File: config.mk
export PLATFORM = sky130hd
export DESIGN_NAME = parking_ocupacion_ctrl
export DESIGN_NICKNAME = d
export VERILOG_FILES = /design/src/rtl/parking_pkg.sv /design/src/rtl/parking_contador.sv /design/src/rtl/parking_ocupacion_ctrl.sv
export SDC_FILE = /design/constraint.sdc
export NUM_CORES = 1
export LEC_CHECK = 0
export ABC_AREA = 1
export BUFFER_PORTS_ARGS = -buffer_cell sky130_fd_sc_hd__buf_2
export CORE_MARGIN = 2
export CORE_UTILIZATION = 45
export CTS_CLUSTER_DIAMETER = 60
export DETAILED_ROUTE_END_ITERATION = 8
export MAX_ROUTING_LAYER = met4
export PLACE_DENSITY_LB_ADDON = 0.1
export SLEW_MARGIN = 20
export SYNTH_ARGS = -nofsm -noshare
export SYNTH_HDL_FRONTEND = slang
export SYNTH_SLANG_ARGS = --single-unit
File: constraint.sdc
create_clock -name clk -period 3.95 [get_ports clk]
set_input_delay 0.5925 -clock clk [delete_from_list [all_inputs] [get_ports clk]]
set_output_delay 0.5925 -clock clk [all_outputs]
set_load 0.02 [all_outputs]
File: src/rtl/parking_pkg.sv
// Shared types for the parking entry lane: barrier states, sensor codes and default capacity.
package parking_pkg;

    typedef enum logic [1:0] {
        CERRADA = 2'b00,
        ABIERTA = 2'b01,
        CIERRE  = 2'b10
    } estado_barrera_t;

    // Sensor codes as produced by fsm_estacionamiento.
    typedef enum logic [1:0] {
        IDLE  = 2'b00,
        B_ON  = 2'b01,
        A_ON  = 2'b10,
        AB_ON = 2'b11
    } sensor_t;

    localparam int unsigned CAPACIDAD_DEF = 8;

endpackage

File: src/rtl/parking_contador.sv
// Saturating occupancy up/down counter with full/empty decode and one-cycle misuse flags.
module parking_contador
    import parking_pkg::*;
#(
    parameter  int unsigned CAPACIDAD = CAPACIDAD_DEF,
    localparam int unsigned W         = $clog2(CAPACIDAD + 1)
) (
    input  logic         clk,
    input  logic         reset,
    input  logic         entrada,
    input  logic         salida,
    output logic [W-1:0] ocupacion,
    output logic         lleno,
    output logic         vacio,
    output logic         error_ovf,
    output logic         error_udf
);

    localparam logic [W-1:0] MAXV = W'(CAPACIDAD);

    assign lleno = (ocupacion == MAXV);
    assign vacio = (ocupacion == '0);

    // Simultaneous entrada and salida cancel out, even at the limits.
    always_ff @(posedge clk) begin
        if (reset) begin
            ocupacion <= '0;
            error_ovf <= 1'b0;
            error_udf <= 1'b0;
        end else begin
            error_ovf <= 1'b0;
            error_udf <= 1'b0;
            case ({entrada, salida})
                2'b10: begin
                    if (lleno) error_ovf <= 1'b1;
                    else       ocupacion <= ocupacion + 1'b1;
                end
                2'b01: begin
                    if (vacio) error_udf <= 1'b1;
                    else       ocupacion <= ocupacion - 1'b1;
                end
                default: ;
            endcase
        end
    end

endmodule

File: src/rtl/parking_ocupacion_ctrl.sv
// Entry-lane controller: occupancy tracking plus barrier open/hold/timeout sequencing.
// Optional PARKING_TOTAL_EN adds a saturating lifetime counter of counted entries.
module parking_ocupacion_ctrl
    import parking_pkg::*;
#(
    parameter  int unsigned CAPACIDAD      = CAPACIDAD_DEF,
    parameter  int unsigned TIMEOUT_CICLOS = 100,
    parameter  int unsigned HOLD_CICLOS    = 10,
    localparam int unsigned W              = $clog2(CAPACIDAD + 1)
) (
    input  logic         clk,
    input  logic         reset,
    input  logic         entrada,
    input  logic         salida,
    input  logic         solicitud,
    output logic         barrera_abrir,
    output logic [W-1:0] ocupacion,
    output logic         lleno,
    output logic         vacio,
    output logic         rechazo,
`ifdef PARKING_TOTAL_EN
    output logic [15:0]  total_entradas,
`endif
    output logic         error_ovf,
    output logic         error_udf
);

    localparam int unsigned TMAX = (TIMEOUT_CICLOS > HOLD_CICLOS) ? TIMEOUT_CICLOS : HOLD_CICLOS;
    localparam int unsigned TW   = (TMAX > 1) ? $clog2(TMAX) : 1;

    estado_barrera_t estado, estado_next;
    logic [TW-1:0]   timer, timer_next;
    logic            rechazo_next;

    parking_contador #(
        .CAPACIDAD (CAPACIDAD)
    ) u_contador (
        .clk       (clk),
        .reset     (reset),
        .entrada   (entrada),
        .salida    (salida),
        .ocupacion (ocupacion),
        .lleno     (lleno),
        .vacio     (vacio),
        .error_ovf (error_ovf),
        .error_udf (error_udf)
    );

    // lleno is the registered flag, so a request sampled with the filling entrada is still granted.
    always_comb begin
        estado_next  = estado;
        timer_next   = timer;
        rechazo_next = 1'b0;
        case (estado)
            CERRADA: begin
                if (solicitud) begin
                    if (lleno) begin
                        rechazo_next = 1'b1;
                    end else begin
                        estado_next = ABIERTA;
                        timer_next  = TW'(TIMEOUT_CICLOS - 1);
                    end
                end
            end
            ABIERTA: begin
                if (entrada) begin
                    estado_next = CIERRE;
                    timer_next  = TW'(HOLD_CICLOS - 1);
                end else if (timer == '0) begin
                    estado_next = CERRADA;
                end else begin
                    timer_next = timer - 1'b1;
                end
            end
            CIERRE: begin
                if (timer == '0) estado_next = CERRADA;
                else             timer_next  = timer - 1'b1;
            end
            default: begin
                estado_next = CERRADA;
                timer_next  = '0;
            end
        endcase
    end

    always_ff @(posedge clk) begin
        if (reset) begin
            estado        <= CERRADA;
            timer         <= '0;
            barrera_abrir <= 1'b0;
            rechazo       <= 1'b0;
        end else begin
            estado        <= estado_next;
            timer         <= timer_next;
            barrera_abrir <= (estado_next != CERRADA);
            rechazo       <= rechazo_next;
        end
    end

`ifdef PARKING_TOTAL_EN
    // Counts every entrada that the occupancy counter accepts; never wraps.
    always_ff @(posedge clk) begin
        if (reset) begin
            total_entradas <= '0;
        end else if (entrada && (salida || !lleno) && (total_entradas != 16'hFFFF)) begin
            total_entradas <= total_entradas + 16'd1;
        end
    end
`endif

endmodule

==> results of run 1 <==
-- worst paths after layout --
kind                                         startpoint        to  slack [ns]
worst max-delay path            u_contador.ocupacion[0]     lleno        2.13
worst min-delay path                           timer[1]  timer[1]        0.49
worst max register to register                 timer[0]  timer[5]        2.34
worst min register to register                 timer[1]  timer[1]        0.49
-- stage by stage --
step           worst slack (ns)  util [%]
2_1_floorplan              2.35         -
3_3_place_gp               2.17      52.4
3_5_place_dp               2.11      52.4
4_1_cts                    2.12      53.6
5_1_grt                    2.04      53.6
6_report                   2.13      53.6
-- final cells by class --
class | instances | share of cell area, %
Clock inverter | 1 | 0.418
Clock buffer | 3 | 1.88
Inverter | 28 | 8.88
Sequential cell | 17 | 28.4
Multi-Input combinational cell | 114 | 51.6
Timing Repair Buffer | 14 | 5.85
Tap cell | 28 | 2.93
-- registers in the layout, summed over array words and instances (netlist names) --
| name | count |
|---|---|
| timer | 7 |
| u_contador.ocupacion | 4 |
| rechazo | 1 |
| barrera_abrir | 1 |
| estado | 2 |
| u_contador.error_ovf | 1 |
| u_contador.error_udf | 1 |
-- power by group through the flow --
stage | Clock, W | Sequential (W) | Combinational (W)
2_1_floorplan | 0 | 0.000220 | 0.000141
3_3_place_gp | 0 | 0.000214 | 0.000188
3_5_place_dp | 0 | 0.000214 | 0.000191
4_1_cts | 0.0000971 | 0.000211 | 0.000192
5_1_grt | 0.000104 | 0.000213 | 0.000220
6_report | 0.0000932 | 0.000210 | 0.000191
-- critical path, cell delays in order (launching register included) --
cell and delay, ns:
dfxtp_1 0.37, nor2_2 0.16, nand3_2 0.12, inv_2 0.11, buf_2 0.17
-- cell usage after synthesis (all sizes together) --
| cell type | count | share of area [%] |
|---|---|---|
| nand2 | 47 | 18 |
| inv | 27 | 9.5 |
| nor2 | 19 | 9.3 |
| dfxtp | 17 | 32 |
| nand3 | 12 | 6.6 |
| a21oi | 9 | 4.9 |
| o21ai | 8 | 4.1 |
| nand4 | 5 | 2.9 |
| ha | 4 | 4.7 |
| nor3 | 2 | 0.94 |
| nor4 | 2 | 1.2 |
| xor2 | 2 | 1.6 |
| a31oi | 1 | 0.59 |
| clkbuf | 1 | 0.35 |
| clkinv | 1 | 0.47 |
| fa | 1 | 1.9 |
| nand3b | 1 | 0.70 |
| o22ai | 1 | 0.59 |
-- logic make-up after synthesis --
family          after synthesis  share of synthesized area [%]
simple gates                 88                           39.5
buf+inv                      29                           10.3
compound gates               19                           10.2
flops                        17                           31.9
fa+ha+maj                     5                           6.56
xor+xnor                      2                           1.64
-- placed cells by master, fill, tap and decap left out --
cell type,instances
nand2_1,43
inv_1,23
dfxtp_1,17
buf_2,14
nor2_1,12
nand3_1,10
o21ai_1,7
a21oi_1,7
nor2_2,5
nand4_1,5
inv_2,4
ha_1,4
nand2_2,3
clkbuf_4,3
nand3_2,2
nor2_4,2
clkinv_2,2
nor3_1,2
a21oi_2,2
nor4_1,2
xor2_1,2
nand2_4,1
o21ai_2,1
a31oi_1,1
o22ai_1,1
nand3b_1,1
fa_1,1
-- layer usage --
layer	part of all wire (%)	track usage (%)	routed length, um
met3	2.4	2.57	53
met4	0.77	6.41	17
met2	46	31.7	1030
met1	50	24.8	1120
met5	0	-	0
==> metrics list, run 1 <==
- H-tree depth: 1
- Final setup violation count: 0
* Clock latency reported for the late side of the worst-skew pair: 0.29 ns
- Summing the sequential cell areas from Yosys gives 31.9% of the chip area.
- In this run, CTS created clock tree buffers numbering 3.
* Vias/cell: 4.96
- Number of global-route vias before repair: 958
* Post-detailed-route DRC marker count: 0
- Counting tap cells, the placed design contains a total of 201 instances.
- Number of maximum-capacitance constraint violations: 0
- For this block, the initial DRC count from the detailed router was 15.
* Total Negative Setup Slacks: 0 ns
- Layout cells sized above 1: 22.0%
* Period minus WS final: 1.82 ns
- The pre-antenna-repair detailed-routing pass consisted of 4 iterations.
- Wires add up to 2220 um.
- Summing all multi-input logic gate instances after layout gives 618 um^2.
- TritonCTS built the clock tree.
- Relative max-transition margin: 81.3%
- Number of distinct library cells after synthesis: 26
* Total global-route track usage: 19.4%
- Setup repair after global routing left no endpoint under its margin.
- Cts-stage hold buffer count: 0
* Number of top-level pins: 15
- After layout, the design draws a total of 0.000494 W.
- For this run, the top clock speed supported by timing is 0.550 GHz.
- Worst clock skew on the final layout: 0.00924 ns
* Area overhead of the layout relative to synthesis: 12.1%
- The worst register-to-register path has a depth of 11.
* Number of diodes added for antenna fixing: 0
- Largest net degree at the start of global routing: 13
- The worst setup path is launched from a flip-flop.
- Non-Filler Cell Area, Final: 1200 um^2
* Sort of element at the end of the critical path: output pin
- Hold slack final: 0.494 ns
- Maximum fanout along the worst path: 5
* Antenna violations before repair: 0
* Core Area: 2230 um^2
* Average detailed-routed wire length per instance: 10.8 um
- In the synthesized netlist, the number of instances is 160.
* Worst hold-check path type: flip-flop to flip-flop
- Data on the critical path is required at its endpoint by 3.36 ns.
* CTS-repair resized insts: 0
- IR analysis of the VDD net gives a maximum drop of 229 uV.
- The worst hold path was traced through 2 stages.
- First-pass GRT wire length: 3920 um
- The floorplan step defined a die boundary enclosing 2780 um^2.
* Outcome: complete, no violations
- After clock tree synthesis, the setup repair step added 0 buffers.
- At the pin with the least slew margin, the transition time is 0.281 ns.
* Residual antenna-violating net count after detailed routing: 0
- Summed over all nets, the half-perimeter wirelength after detailed placement is 1750 um.
- For this design the static power due to leakage is 0.610 nW.
- Final #Nets: 188
- The final hold violation count was 0.
- Dividing the final minimum period by the clock period gives 46.0%.
- Flop pwr share: 42.5%
- IO Port Bufs: 14
* Number of clock sinks seen by CTS: 17
* Filler cells: 241
- Worst-path clk slew: 0.11 ns
- In this run the power spent charging and discharging nets is 0.000199 W.
* Routability-driven placement congestion ratio: 0.793
- Fin. max-slew vios: 0
- Sequential cell area: 340 um^2
* DIE HEIGHT: 52.7 um
- Post-place instance area: 1170 um^2
- Internal power comes to 0.000295 W.
- Net switching is 40.3% of the power.
- Layout Cells excl Fill: 205
* Mapped Area: 1070 um^2
- Yosys synthesis warning count: 0
- Power Density: 413 nW/um^2
* Root buffer cell: clkbuf_4
* Avg Synthesized Cell Area: 6.68 um^2
- Critical Setup Path Class: flip-flop to output pin
* Starting density of the core: 47.8%
- Syn_nets: 170
- Number of synthesized register bits: 17
* Combinational Power Share: 38.6%
- Fraction of power consumed by the clock network: 18.9%
- Deepest clock path buffer count: 2
* Floorplan die width: 52.7 um
* Vias after detailed routing: 1,016
- The initialized floorplan defines 17 standard-cell rows.
* Gr ovfl total: 0
* Arr. time, crit path: 1.22 ns
Note: power is estimated with default switching activity, not from simulation.
==> run 2, diff against run 1 <==
Clock period 3.95 ns to 1.5 ns, I/O delays scaled along.
==> metrics list, run 2 (synthesis gave the netlist of run 1 again) <==
- Gr ovfl total: 0
- Headroom to the max-slew limit came out at 82.0%.
* Largest net degree at the start of global routing: 13
- Max Clock Freq: 0.707 GHz
- Excluding fillers, the count of instances in the completed layout stands at 208.
- The critical path is of the flip-flop to output pin type.
* Maximum VDD drop: 651 uV
- Setup total negative slack on the finished layout was measured at 0 ns.
- Type of origin of the critical path: flip-flop
- Area overhead of the layout relative to synthesis: 15.7%
- During placement, the flow inserted port buffers numbering 14.
- The library cell used most frequently in the layout, excluding fill and tap cells, is nand2_1.
- Average detailed-routed wire length per instance: 11.4 um
* Period minus WS final: 1.41 ns
- STA puts the critical path data required time at 1.27 ns.
- Area of the multi-input gates: 631 um^2
* Number of top-level pins: 15
- At the end of the flow, the number of nets in the layout was 191.
* Sequential cell area: 343 um^2
- Vias/cell: 5.09
* Clock latency reported for the late side of the worst-skew pair: 0.29 ns
- TritonCTS clock tree: done
- The congestion estimate from routability-driven global placement came to 0.952.
- Setup slack on the worst reg-to-reg path comes out at 0.11 ns.
- The run finished with clean final reports.
- Largest reg by FF count: timer
- Worst-path clk slew: 0.10 ns
* Starting density of the core: 47.8%
* Critical R2R Launch: timer[1]
- Total global-route track usage: 20.9%
- Worst clock skew on the final layout: 0.00221 ns
- Antenna violations before repair: 0
- Max-cap violations in this run came to 0.
* Detailed Place HPWL: 1820 um
* Floorplan die width: 52.7 um
- The repair_antennas step left the layout with diodes totalling 0.
- The routed layout has 1,059 vias.
- The worst register-to-register path has a depth of 11.
- Once layout is complete, the utilization of the core stands at 55.4%.
* Worst hold-check path type: primary input to flip-flop
- The final hold violation count came to 0.
- The path with the worst hold slack has its endpoint at u_contador.error_ovf.
- The total count of max-transition violations in the final report came to 0.
- DIE HEIGHT: 52.7 um
- Final critical-path share of the clock period: 94.3%
* Violation count after the first detailed-route iteration: 20
- First-pass GRT wire length: 4170 um
- Tightest Pin Transition: 0.269 ns
- Beginning of the worst hold path: salida
- In this run, post-CTS hold repair placed 0 buffers.
- TritonRoute pass-1 iters: 4
- The worst hold path passes through 2 cells.
* Total power: 0.00134 W
- Final setup violation count: 0
- Fill cells in the final layout number 238.
* Residual antenna-violating net count after detailed routing: 0
* Row count: 17
* Commonest cells after routing, fill and taps aside: nand2_1, inv_1, dfxtp_1
- Power Density: 1080 nW/um^2
- The worst setup path is captured at an output pin.
- The number of clock buffers added by TritonCTS is 3.
* H-tree depth: 1
* Layout cells sized above 1: 24.4%
* Post-detailed-route DRC marker count: 0
* Placed insts: 203
- The tree built by TritonCTS fans out to 17 sinks.
* Arr. time, crit path: 1.19 ns
- The largest registers in the layout are timer (7), u_contador.ocupacion (4), estado (2).
- Area of the die: 2780 um^2
- Root buffer cell: clkbuf_4
* Leakage power: 0.623 nW
- Routed wire length: 2380 um
- Core Area: 2230 um^2
- Maximum fanout along the worst path: 5
* Destination of the worst register-to-register timing path: timer[5]
- Number of global-route vias before repair: 953
- The register with the most flip-flops in the layout has 7 of them.
* Deepest clock path buffer count: 2
## run 2: worst max-delay path by stage
| stage | end | cells past startpoint | slack [ns] | start |
|---|---|---|---|---|
| floorplan | timer[5] | 11 | 0.13 | timer[0] |
| global placement | u_contador.ocupacion[3] | 12 | 0.07 | entrada |
| detailed placement | u_contador.ocupacion[3] | 12 | 0.04 | entrada |
| CTS | lleno | 4 | 0.03 | u_contador.ocupacion[0] |
| global route | timer[6] | 11 | -0.01 | timer[1] |
| finish | lleno | 4 | 0.09 | u_contador.ocupacion[1] |
## run 2: power by group
| part | leakage [nW] | switching (W) | internal [W] |
|---|---|---|---|
| clock network | 0.0150 | 0.000145 | 0.000103 |
| registers | 0.141 | 0.0000587 | 0.000502 |
| logic | 0.468 | 0.000340 | 0.000191 |
## run 2: timing repair
action | CTS | global route
setup buffers | 0 | 1
endpoints found under the hold margin | 0 | 0
setup endpoints to repair | 0 | 10
resized for setup | 0 | 6
## run 2: stage by stage
| stage | cell area, um^2 | worst slack, ns | hold WS (ns) |
|---|---|---|---|
| after global placement | 1180 | 0.0709 | 0.437 |
| after detailed placement | 1180 | 0.0414 | 0.443 |
| after floorplan | 1070 | 0.132 | 0.302 |
| after CTS | 1210 | 0.0278 | 0.123 |
| after global routing | 1240 | -0.0118 | 0.115 |
| final | 1240 | 0.0861 | 0.135 |
## run 2: area by class of cell
type,count,area share [%]
clock buffer,4,2.13
inverter,28,8.81
multi-input combinational,114,51.0
sequential,17,27.7
tap,28,2.83
timing repair buffer,17,7.49
## run 2: layer usage
metal  routed length [um]  GRT usage (%)  vias to the layer above
li1                     -              -                      551
met1                 1180           26.8                      475
met2                 1080           31.9                       27
met3                   77           3.71                        6
met4                   37           9.40                        0
met5                    0              -                        -
## run 2: worst max-delay path: stages (launching register included)
cell and delay, ns:
dfxtp_2 0.37, nor2_4 0.13, nand3_2 0.14, inv_4 0.11
buf_2 0.16
